## src/rtl/opm_window_accum_pkg.sv

```systemverilog
// Shared definitions for the per-cycle power model family (opm_*).
// Latency: n/a (types, constants and elaboration-time helper functions only).
// Backpressure: n/a.
package opm_pkg;

    // Defaults of the reference configuration (40 signals, 5-bit weights).
    localparam int DEF_N        = 40;
    localparam int DEF_B        = 5;
    localparam int DEF_OUTSIZE  = 11;
    localparam int DEF_WIN_LOG2 = 4;

    // Address width for an N-entry table. Never returns 0, so a one-entry
    // table still gets a 1-bit address port.
    function automatic int addr_width(input int n);
        return (n > 1) ? $clog2(n) : 1;
    endfunction

    // Window sum width: a window holds 2^win_log2 per-cycle sums, so it needs
    // win_log2 extra bits on top of the per-cycle width to be overflow-free.
    function automatic int acc_width(input int outsize, input int win_log2);
        return outsize + win_log2;
    endfunction

    // True when the worst-case per-cycle sum N*(2^B-1) fits in OUTSIZE bits.
    // Also used by the fixed-weight model, so it stays generic.
    function automatic bit outsize_ok(input int n, input int b, input int outsize);
        longint max_sum;
        max_sum = longint'(n) * ((longint'(1) << b) - 1);
        return max_sum < (longint'(1) << outsize);
    endfunction

    // Weight table for the default configuration; benches fill one of these
    // and stream it into the weight write port after reset.
    typedef logic [DEF_B-1:0] weight_tab_t [DEF_N];

endpackage

```

## src/rtl/opm_window_accum_if.sv

```systemverilog
// Bundle of monitored signals, weight write port, threshold and power outputs.
// Latency: n/a (wiring only).
// Backpressure: none; the consumer samples every cycle.
// master: drives sigs/en/w_*/thresh, observes results. slave: the accumulator.
interface opm_window_accum_if #(
    parameter int N        = 40,
    parameter int B        = 5,
    parameter int OUTSIZE  = 11,
    parameter int WIN_LOG2 = 4
);
    localparam int ACCSIZE = opm_pkg::acc_width(OUTSIZE, WIN_LOG2);
    localparam int AW      = opm_pkg::addr_width(N);

    logic               en;
    logic [N-1:0]       sigs;
    logic               w_we;
    logic [AW-1:0]      w_addr;
    logic [B-1:0]       w_data;
    logic [ACCSIZE-1:0] thresh;

    logic [OUTSIZE-1:0] cyc_pwr;
    logic               cyc_vld;
    logic [ACCSIZE-1:0] win_pwr;
    logic               win_vld;
    logic               alarm;

    modport master (
        output en, sigs, w_we, w_addr, w_data, thresh,
        input  cyc_pwr, cyc_vld, win_pwr, win_vld, alarm
    );

    modport slave (
        input  en, sigs, w_we, w_addr, w_data, thresh,
        output cyc_pwr, cyc_vld, win_pwr, win_vld, alarm
    );

endinterface

```

## src/rtl/opm_window_accum_toggle_sum.sv

```systemverilog
// Toggle detector plus weighted sum: two input flops, combinational adder tree.
// Latency: sigs captured at edge k contribute to sum during the cycle after edge k.
// Backpressure: none; a new sample is taken every cycle.
// Ports: clk, rst_n, sigs[N], weight[N][B] (from the owner's register file), sum[OUTSIZE].
module opm_toggle_sum #(
    parameter int N       = 40,
    parameter int B       = 5,
    parameter int OUTSIZE = 11
) (
    input  logic                clk,
    input  logic                rst_n,
    input  logic [N-1:0]        sigs,
    input  logic [N-1:0][B-1:0] weight,
    output logic [OUTSIZE-1:0]  sum
);

    logic [N-1:0] sigs_r;
    logic [N-1:0] sigs_k;
    logic [N-1:0] tog;

    // sigs_r is the first capture of the asynchronous-domain-free monitored
    // nets; sigs_k is the previous sample it is compared against.
    always_ff @(posedge clk or negedge rst_n) begin
        if (!rst_n) begin
            sigs_r <= '0;
            sigs_k <= '0;
        end else begin
            sigs_r <= sigs;
            sigs_k <= sigs_r;
        end
    end

    assign tog = sigs_r ^ sigs_k;

    // Width is guaranteed sufficient by the owner's elaboration check, so the
    // running sum never wraps.
    always_comb begin
        sum = '0;
        for (int i = 0; i < N; i++) begin
            if (tog[i]) begin
                sum = sum + OUTSIZE'(weight[i]);
            end
        end
    end

endmodule

```

## src/rtl/opm_window_accum.sv

```systemverilog
// Programmable-weight per-cycle power estimate with windowed sum and threshold alarm.
// Latency: sigs change at edge k -> cyc_pwr after edge k+1; win_pwr/alarm at the 2^WIN_LOG2-th counted edge.
// Backpressure: none; every cycle is evaluated, en only gates window accumulation.
// Ports: clk, rst_n (async active-low), bus (slave modport: sigs, en, weight write, thresh, power outputs).
module opm_window_accum
    import opm_pkg::*;
#(
    parameter int N        = 40,
    parameter int B        = 5,
    parameter int OUTSIZE  = 11,
    parameter int WIN_LOG2 = 4
) (
    input  logic                 clk,
    input  logic                 rst_n,
    opm_window_accum_if.slave    bus
);

    localparam int ACCSIZE = acc_width(OUTSIZE, WIN_LOG2);
    localparam int AW      = addr_width(N);

    generate
        if (!outsize_ok(N, B, OUTSIZE)) begin : g_size_check
            $error("opm_window_accum: OUTSIZE too small, N*(2^B-1) must be < 2^OUTSIZE");
        end
    endgenerate

    // ------------------------------------------------------------------
    // Weight register file. Addresses N..2^AW-1 match no entry, so writes
    // to them fall through with no effect.
    // ------------------------------------------------------------------
    logic [N-1:0][B-1:0] weight;

    always_ff @(posedge clk or negedge rst_n) begin
        if (!rst_n) begin
            weight <= '0;
        end else if (bus.w_we) begin
            for (int i = 0; i < N; i++) begin
                if (bus.w_addr == AW'(i)) begin
                    weight[i] <= bus.w_data;
                end
            end
        end
    end

    // ------------------------------------------------------------------
    // Per-cycle estimate. A write landing on the same edge that registers
    // cyc_pwr is not yet visible to the sum, so it uses the old weight.
    // ------------------------------------------------------------------
    logic [OUTSIZE-1:0] sum;
    logic [OUTSIZE-1:0] cyc_pwr_q;
    logic               cyc_vld_q;
    logic [1:0]         warm_cnt;

    opm_toggle_sum #(
        .N       (N),
        .B       (B),
        .OUTSIZE (OUTSIZE)
    ) u_toggle_sum (
        .clk    (clk),
        .rst_n  (rst_n),
        .sigs   (bus.sigs),
        .weight (weight),
        .sum    (sum)
    );

    // The first two sums after reset compare against reset-state flops rather
    // than real history; warm_cnt hides them and cyc_vld rises on edge 3.
    always_ff @(posedge clk or negedge rst_n) begin
        if (!rst_n) begin
            cyc_pwr_q <= '0;
            cyc_vld_q <= 1'b0;
            warm_cnt  <= 2'd0;
        end else begin
            cyc_pwr_q <= sum;
            if (warm_cnt != 2'd3) begin
                warm_cnt <= warm_cnt + 2'd1;
            end
            cyc_vld_q <= warm_cnt[1];
        end
    end

    // ------------------------------------------------------------------
    // Window accumulation. Cycles with en=0 are skipped entirely, so a
    // window always spans exactly 2^WIN_LOG2 valid, enabled samples.
    // ------------------------------------------------------------------
    logic [ACCSIZE-1:0]  acc;
    logic [ACCSIZE-1:0]  win_sum;
    logic [WIN_LOG2-1:0] win_cnt;
    logic [ACCSIZE-1:0]  win_pwr_q;
    logic                win_vld_q;
    logic                alarm_q;
    logic                counted;

    assign counted = cyc_vld_q & bus.en;
    assign win_sum = acc + ACCSIZE'(cyc_pwr_q);

    always_ff @(posedge clk or negedge rst_n) begin
        if (!rst_n) begin
            acc       <= '0;
            win_cnt   <= '0;
            win_pwr_q <= '0;
            win_vld_q <= 1'b0;
            alarm_q   <= 1'b0;
        end else begin
            win_vld_q <= 1'b0;
            if (counted) begin
                if (&win_cnt) begin
                    // Last sample of the window: publish and restart.
                    win_pwr_q <= win_sum;
                    win_vld_q <= 1'b1;
                    alarm_q   <= (win_sum > bus.thresh);
                    acc       <= '0;
                    win_cnt   <= '0;
                end else begin
                    acc     <= win_sum;
                    win_cnt <= win_cnt + 1'b1;
                end
            end
        end
    end

    assign bus.cyc_pwr = cyc_pwr_q;
    assign bus.cyc_vld = cyc_vld_q;
    assign bus.win_pwr = win_pwr_q;
    assign bus.win_vld = win_vld_q;
    assign bus.alarm   = alarm_q;

endmodule

```

## src/flat_wrapper.sv

```systemverilog
// flat-port wrapper written by rule: the top's interface ports become plain ports
module opm_window_accum_flat import opm_pkg::*;
#(
    parameter int N        = 40,
    parameter int B        = 5,
    parameter int OUTSIZE  = 11,
    parameter int WIN_LOG2 = 4
)
  (clk, rst_n, bus_en, bus_sigs, bus_w_we, bus_w_addr, bus_w_data, bus_thresh, bus_cyc_pwr, bus_cyc_vld, bus_win_pwr, bus_win_vld, bus_alarm);
  opm_window_accum_if #(.N(N), .B(B), .OUTSIZE(OUTSIZE), .WIN_LOG2(WIN_LOG2)) bus_i ();
  input  logic clk;
  input  logic rst_n;
  input wire logic [$bits(bus_i.en)-1:0] bus_en;
  input wire logic [$bits(bus_i.sigs)-1:0] bus_sigs;
  input wire logic [$bits(bus_i.w_we)-1:0] bus_w_we;
  input wire logic [$bits(bus_i.w_addr)-1:0] bus_w_addr;
  input wire logic [$bits(bus_i.w_data)-1:0] bus_w_data;
  input wire logic [$bits(bus_i.thresh)-1:0] bus_thresh;
  output wire logic [$bits(bus_i.cyc_pwr)-1:0] bus_cyc_pwr;
  output wire logic [$bits(bus_i.cyc_vld)-1:0] bus_cyc_vld;
  output wire logic [$bits(bus_i.win_pwr)-1:0] bus_win_pwr;
  output wire logic [$bits(bus_i.win_vld)-1:0] bus_win_vld;
  output wire logic [$bits(bus_i.alarm)-1:0] bus_alarm;
  assign bus_i.en = bus_en;
  assign bus_i.sigs = bus_sigs;
  assign bus_i.w_we = bus_w_we;
  assign bus_i.w_addr = bus_w_addr;
  assign bus_i.w_data = bus_w_data;
  assign bus_i.thresh = bus_thresh;
  assign bus_cyc_pwr = bus_i.cyc_pwr;
  assign bus_cyc_vld = bus_i.cyc_vld;
  assign bus_win_pwr = bus_i.win_pwr;
  assign bus_win_vld = bus_i.win_vld;
  assign bus_alarm = bus_i.alarm;
  opm_window_accum #(.N(N), .B(B), .OUTSIZE(OUTSIZE), .WIN_LOG2(WIN_LOG2)) u_core (.clk(clk), .rst_n(rst_n), .bus(bus_i));
endmodule
```

## config.mk

```make
export PLATFORM = sky130hd
export DESIGN_NAME = opm_window_accum_flat
export DESIGN_NICKNAME = d
export VERILOG_FILES = /design/src/rtl/opm_window_accum_pkg.sv /design/src/rtl/opm_window_accum_if.sv /design/src/rtl/opm_window_accum_toggle_sum.sv /design/src/rtl/opm_window_accum.sv /design/src/flat_wrapper.sv
export SDC_FILE = /design/constraint.sdc
export NUM_CORES = 1
export LEC_CHECK = 0
export ABC_AREA = 1
export CORE_MARGIN = 5
export CORE_UTILIZATION = 50
export CTS_CLUSTER_DIAMETER = 80
export DETAILED_ROUTE_END_ITERATION = 16
export PLACE_DENSITY = 0.76
export RECOVER_POWER = 50
export SLEW_MARGIN = 15
export SYNTH_ARGS = -nofsm -noshare
export SYNTH_HDL_FRONTEND = slang
export SYNTH_SLANG_ARGS = --single-unit
```

## constraint.sdc

```tcl
create_clock -name clk -period 29.3 [get_ports clk]
set_input_delay 5.86 -clock clk [delete_from_list [all_inputs] [get_ports clk]]
set_output_delay 5.86 -clock clk [all_outputs]
set_load 0.005 [all_outputs]
```

==> results.yml <==
clocking:
  htree_levels: 2
  tritoncts: "done"
  insertion_delay_ns: 0.58
  cts_buffers: 42
  clock_sinks: 330
  clock-root-buffer: "clkbuf_16"
  path_clk_slew_ns: 0.06
  cts_buffer_depth: 3
pwr:
  cell_internal_pwr_mw: 1.97
  p_total_mw: 3.84
  ir_drop_v: 0.0000740
  power.density_nw_per_um2: 113
  seqPwrFrac_pct: 15.0
  comb_power_share_pct: 70.9
  p_switching_mw: 1.87
  p_sw_share_pct: 48.6
  p_leak_nw: 17.2
  power_frac_clock_pct: 14.1
grt:
  grt-ovfl-total: 0
  track_usage_pct: 21.7
  grt_first_pass_wirelength_mm: 110
  grt_antenna_before_repair: 1
  grt_pass1_vias: 24000
  grt_max_degree: 151
setup_path:
  cp.arrival_ns: 29.14
  worstPathMaxFanout: 4
  reg2reg_depth: 228
  worst_r2r_endpoint: "u_core.bus.cyc_pwr[10]$_DFF_PN0_"
  worstSetupPathType: "flop to flop"
  reg2reg_slack_ns: 0.63
  slowest_stage: "fa_2"
  cp.required_ns: 29.77
  end_kind: "flop"
  cp-start-kind: "flop"
  critical-path-top-delay-family: "adder cells"
  reg2reg_from: "u_core.u_toggle_sum.sigs_k[0]$_DFF_PN0_"
  cp.buffers_inverters: 52
  cpPeakStageDelay_ns: 0.57
sta:
  whs_ns: 0.389
  finalHoldViolations: 0
  rsz0062_at_grt: "yes"
  tns_ns: 0
  finClkSkew_ns: 0.0147
  clock.fmax_mhz: 34.9
  relSlewSlack_pct: -438
  fin_crit_ns: 28.67
  setup_viol: 0
  post-route-period-util_pct: 97.9
  slew_violations: 262
  tightest_slew_ns: 8.07
logic_synthesis:
  seq_area_frac_synth_pct: 30.4
  synth-edff-count: 0
  ys.flop_type: "dfrtp_1"
  yosysUniqueCellTypes: 54
  postSynth.asyncResetShare_pct: 100
  synth.avg_cell_area_sq_um: 6.93
  synthCells: 3926
  yosysWarnings: 0
  ys_ff_latch: 330
  synth_fp_nets: 4259
  syn_area_sq_um: 27200
outcome:
  status: "finished with violations"
  violations: "max-capacitance violations, max-slew violations"
floorplan:
  ioPinCount: 99
  die_w_um: 243
  initial_core_util_pct: 50.5
  dieHeight_um: 243
  num_rows: 85
  core_area_sq_um: 53800
  dieArea_sq_um: 59100
route:
  wl_per_cell_um: 13.9
  drc: 0
  vias: 26000
  drt-initial-drc-count: 1615
  drt-total-wl_mm: 69.5
  postRouteAntennaNets: 0
  via_per_inst: 5.19
  firstDrtPassIters: 6
layout:
  nets: 4618
  area_delta_synth_final_pct: 25.5
  drive_gt1_share_pct: 23.4
  postLayoutCellArea_sq_um: 34100
min_path:
  min_to: "u_core.u_toggle_sum.sigs_k[27]$_DFF_PN0_"
  worstHoldStart: "u_core.u_toggle_sum.sigs_r[27]$_DFF_PN0_"
  worstHoldPathCells: 0
  hold_path.class: "flop to flop"
placement:
  gp_congestion: 0.870
  io_buffers: 98
  hpwl_mm: 47.6
  dpl_cell_area_sq_um: 30000
run:
  drv_cap: 2
-- cell usage in the layout, fill, tap and decap left out, drive strengths merged, types with 39 or more instances in the layout --
master,netlist,layout
nand2,1235,1235
inv,651,657
o21ai,363,363
nor2,341,341
dfrtp,330,330
nand3,304,304
buf,13,256
ha,224,224
a21oi,130,130
clkdlybuf4s50,0,54
clkbuf,28,53
or2,52,52
dlygate4sd3,0,43
xor2,42,42
fa,39,39
-- worst register-to-register path: cells and delay by family, from the launching register on --
kind / cells / cell delay, ns
AO/OA/AOI/OAI: 29 / 3.45
XOR/XNOR: 5 / 0.75
adder cells (fa/ha/maj): 40 / 11.88
buffers and inverters: 52 / 2.98
flip-flops: 1 / 0.40
AND/OR/NAND/NOR: 102 / 9.09
-- metal layers --
layer  part of all wire [%]  GRT usage (%)  vias up
met5                      0              0        -
met4                    3.2           7.01        0
met3                    4.4           3.21      147
met2                     48           37.2      507
met1                     44           28.3    12100
li1                       -              -    13200
-- area by class of cell --
| type | instances | area [sq um] |
|---|---|---|
| diodes | 1 | 2.50 |
| fillers | 4501 | 19700 |
| well taps | 696 | 871 |
| clock inverters | 26 | 315 |
| multi-input cells | 2901 | 18200 |
| flip-flops and latches | 330 | 8260 |
| repair buffers | 356 | 2920 |
| inverters | 654 | 2490 |
| clock buffers | 50 | 1110 |
-- worst max-delay path by stage --
stage | startpoint | end | cells after the start | slack (ns)
after floorplan | u_core.u_toggle_sum.sigs_r[0]$_DFF_PN0_ | u_core.bus.cyc_pwr[10]$_DFF_PN0_ | 147 | 0.05
after global placement | u_core.u_toggle_sum.sigs_r[0]$_DFF_PN0_ | u_core.bus.cyc_pwr[10]$_DFF_PN0_ | 147 | -0.12
after detailed placement | u_core.u_toggle_sum.sigs_r[0]$_DFF_PN0_ | u_core.bus.cyc_pwr[10]$_DFF_PN0_ | 147 | -0.74
after CTS | u_core.u_toggle_sum.sigs_r[0]$_DFF_PN0_ | u_core.bus.cyc_pwr[10]$_DFF_PN0_ | 147 | 0.02
after global routing | u_core.u_toggle_sum.sigs_r[0]$_DFF_PN0_ | u_core.bus.cyc_pwr[10]$_DFF_PN0_ | 233 | -1.11
final | u_core.u_toggle_sum.sigs_k[0]$_DFF_PN0_ | u_core.bus.cyc_pwr[10]$_DFF_PN0_ | 228 | 0.63
-- kinds of logic (layout without fill, tap and decap cells) --
group | count (synthesis) | in the layout | synth area share (%)
AND/OR/NAND/NOR | 1980 | 1980 | 32.6
flip-flops | 330 | 330 | 30.4
multiplexers | 1 | 1 | 0.0414
other | 0 | 1 | 0
buffers and inverters | 695 | 1086 | 9.88
AO/OA/AOI/OAI | 593 | 593 | 11.8
XOR/XNOR | 64 | 64 | 2.06
adder cells (fa/ha/maj) | 263 | 263 | 13.2
-- through the flow --
stage	utilization (%)	setup WS (ns)	instances
4_1_cts	59.5	0.0187	4957
3_3_place_gp	55.8	-0.119	4835
6_report	63.4	0.630	5014
5_1_grt	63.4	-1.11	5014
2_1_floorplan	-	0.0484	3926
3_5_place_dp	55.8	-0.739	4835
-- power groups by stage --
stage               sequential (mW)  combinational (mW)  clock (mW)
finish                        0.578                2.72       0.539
global route                  0.585                3.05       0.571
CTS                           0.572                2.23       0.553
detailed placement            0.579                2.14           0
global placement              0.577                2.07           0
floorplan                     0.566                1.58           0
-- cells in the mapped netlist (2+ instances only) --
| master | n | area share [%] |
|---|---|---|
| nand2_1 | 1096 | 15 |
| inv_1 | 638 | 8.8 |
| dfrtp_1 | 330 | 30 |
| nor2_1 | 325 | 4.5 |
| o21ai_0 | 309 | 5.7 |
| nand3_1 | 235 | 4.3 |
| ha_1 | 224 | 10 |
| nand2_2 | 132 | 3.0 |
| a21oi_1 | 128 | 2.4 |
| nand3_2 | 67 | 2.5 |
| or2_2 | 47 | 1.1 |
| o21ai_1 | 46 | 0.85 |
| xor2_1 | 42 | 1.4 |
| fa_1 | 39 | 2.9 |
| a31oi_1 | 34 | 0.78 |
| clkbuf_1 | 27 | 0.37 |
| a211oi_1 | 25 | 0.69 |
| xnor2_1 | 22 | 0.71 |
| o31ai_1 | 18 | 0.50 |
| nand4_1 | 16 | 0.37 |
| nor2_2 | 16 | 0.37 |
| nand3b_1 | 15 | 0.41 |
| buf_4 | 11 | 0.30 |
| inv_2 | 11 | 0.15 |
| and2_1 | 7 | 0.16 |
| nand2_4 | 7 | 0.29 |
| o21ai_2 | 7 | 0.23 |
| nor3_1 | 5 | 0.092 |
| o22ai_1 | 5 | 0.12 |
| or2_1 | 5 | 0.12 |
| o21a_1 | 4 | 0.11 |
| a21o_1 | 3 | 0.083 |
| o211ai_1 | 3 | 0.083 |
| o21bai_1 | 3 | 0.083 |
| a21oi_2 | 2 | 0.064 |
| clkinv_1 | 2 | 0.028 |
| nand3_4 | 2 | 0.13 |
| o221ai_1 | 2 | 0.064 |
-- registers in the layout (all words and copies together) (netlist names) --
register	cells
u_core.acc	15
u_core.bus.alarm	1
u_core.bus.cyc_pwr	11
u_core.bus.cyc_vld	1
u_core.bus.win_pwr	15
u_core.bus.win_vld	1
u_core.u_toggle_sum.sigs_k	40
u_core.u_toggle_sum.sigs_r	40
u_core.warm_cnt	2
u_core.weight	200
u_core.win_cnt	4
-- repair_timing --
item / 4_1_cts / 5_1_grt
gates resized for setup: 60 / 407
pin swaps: 29 / 289
endpoints found under the setup margin: 7 / 10
setup buffers: 46 / 59
hold buffers: 0 / 0
Power figures use the tool's default switching activity.
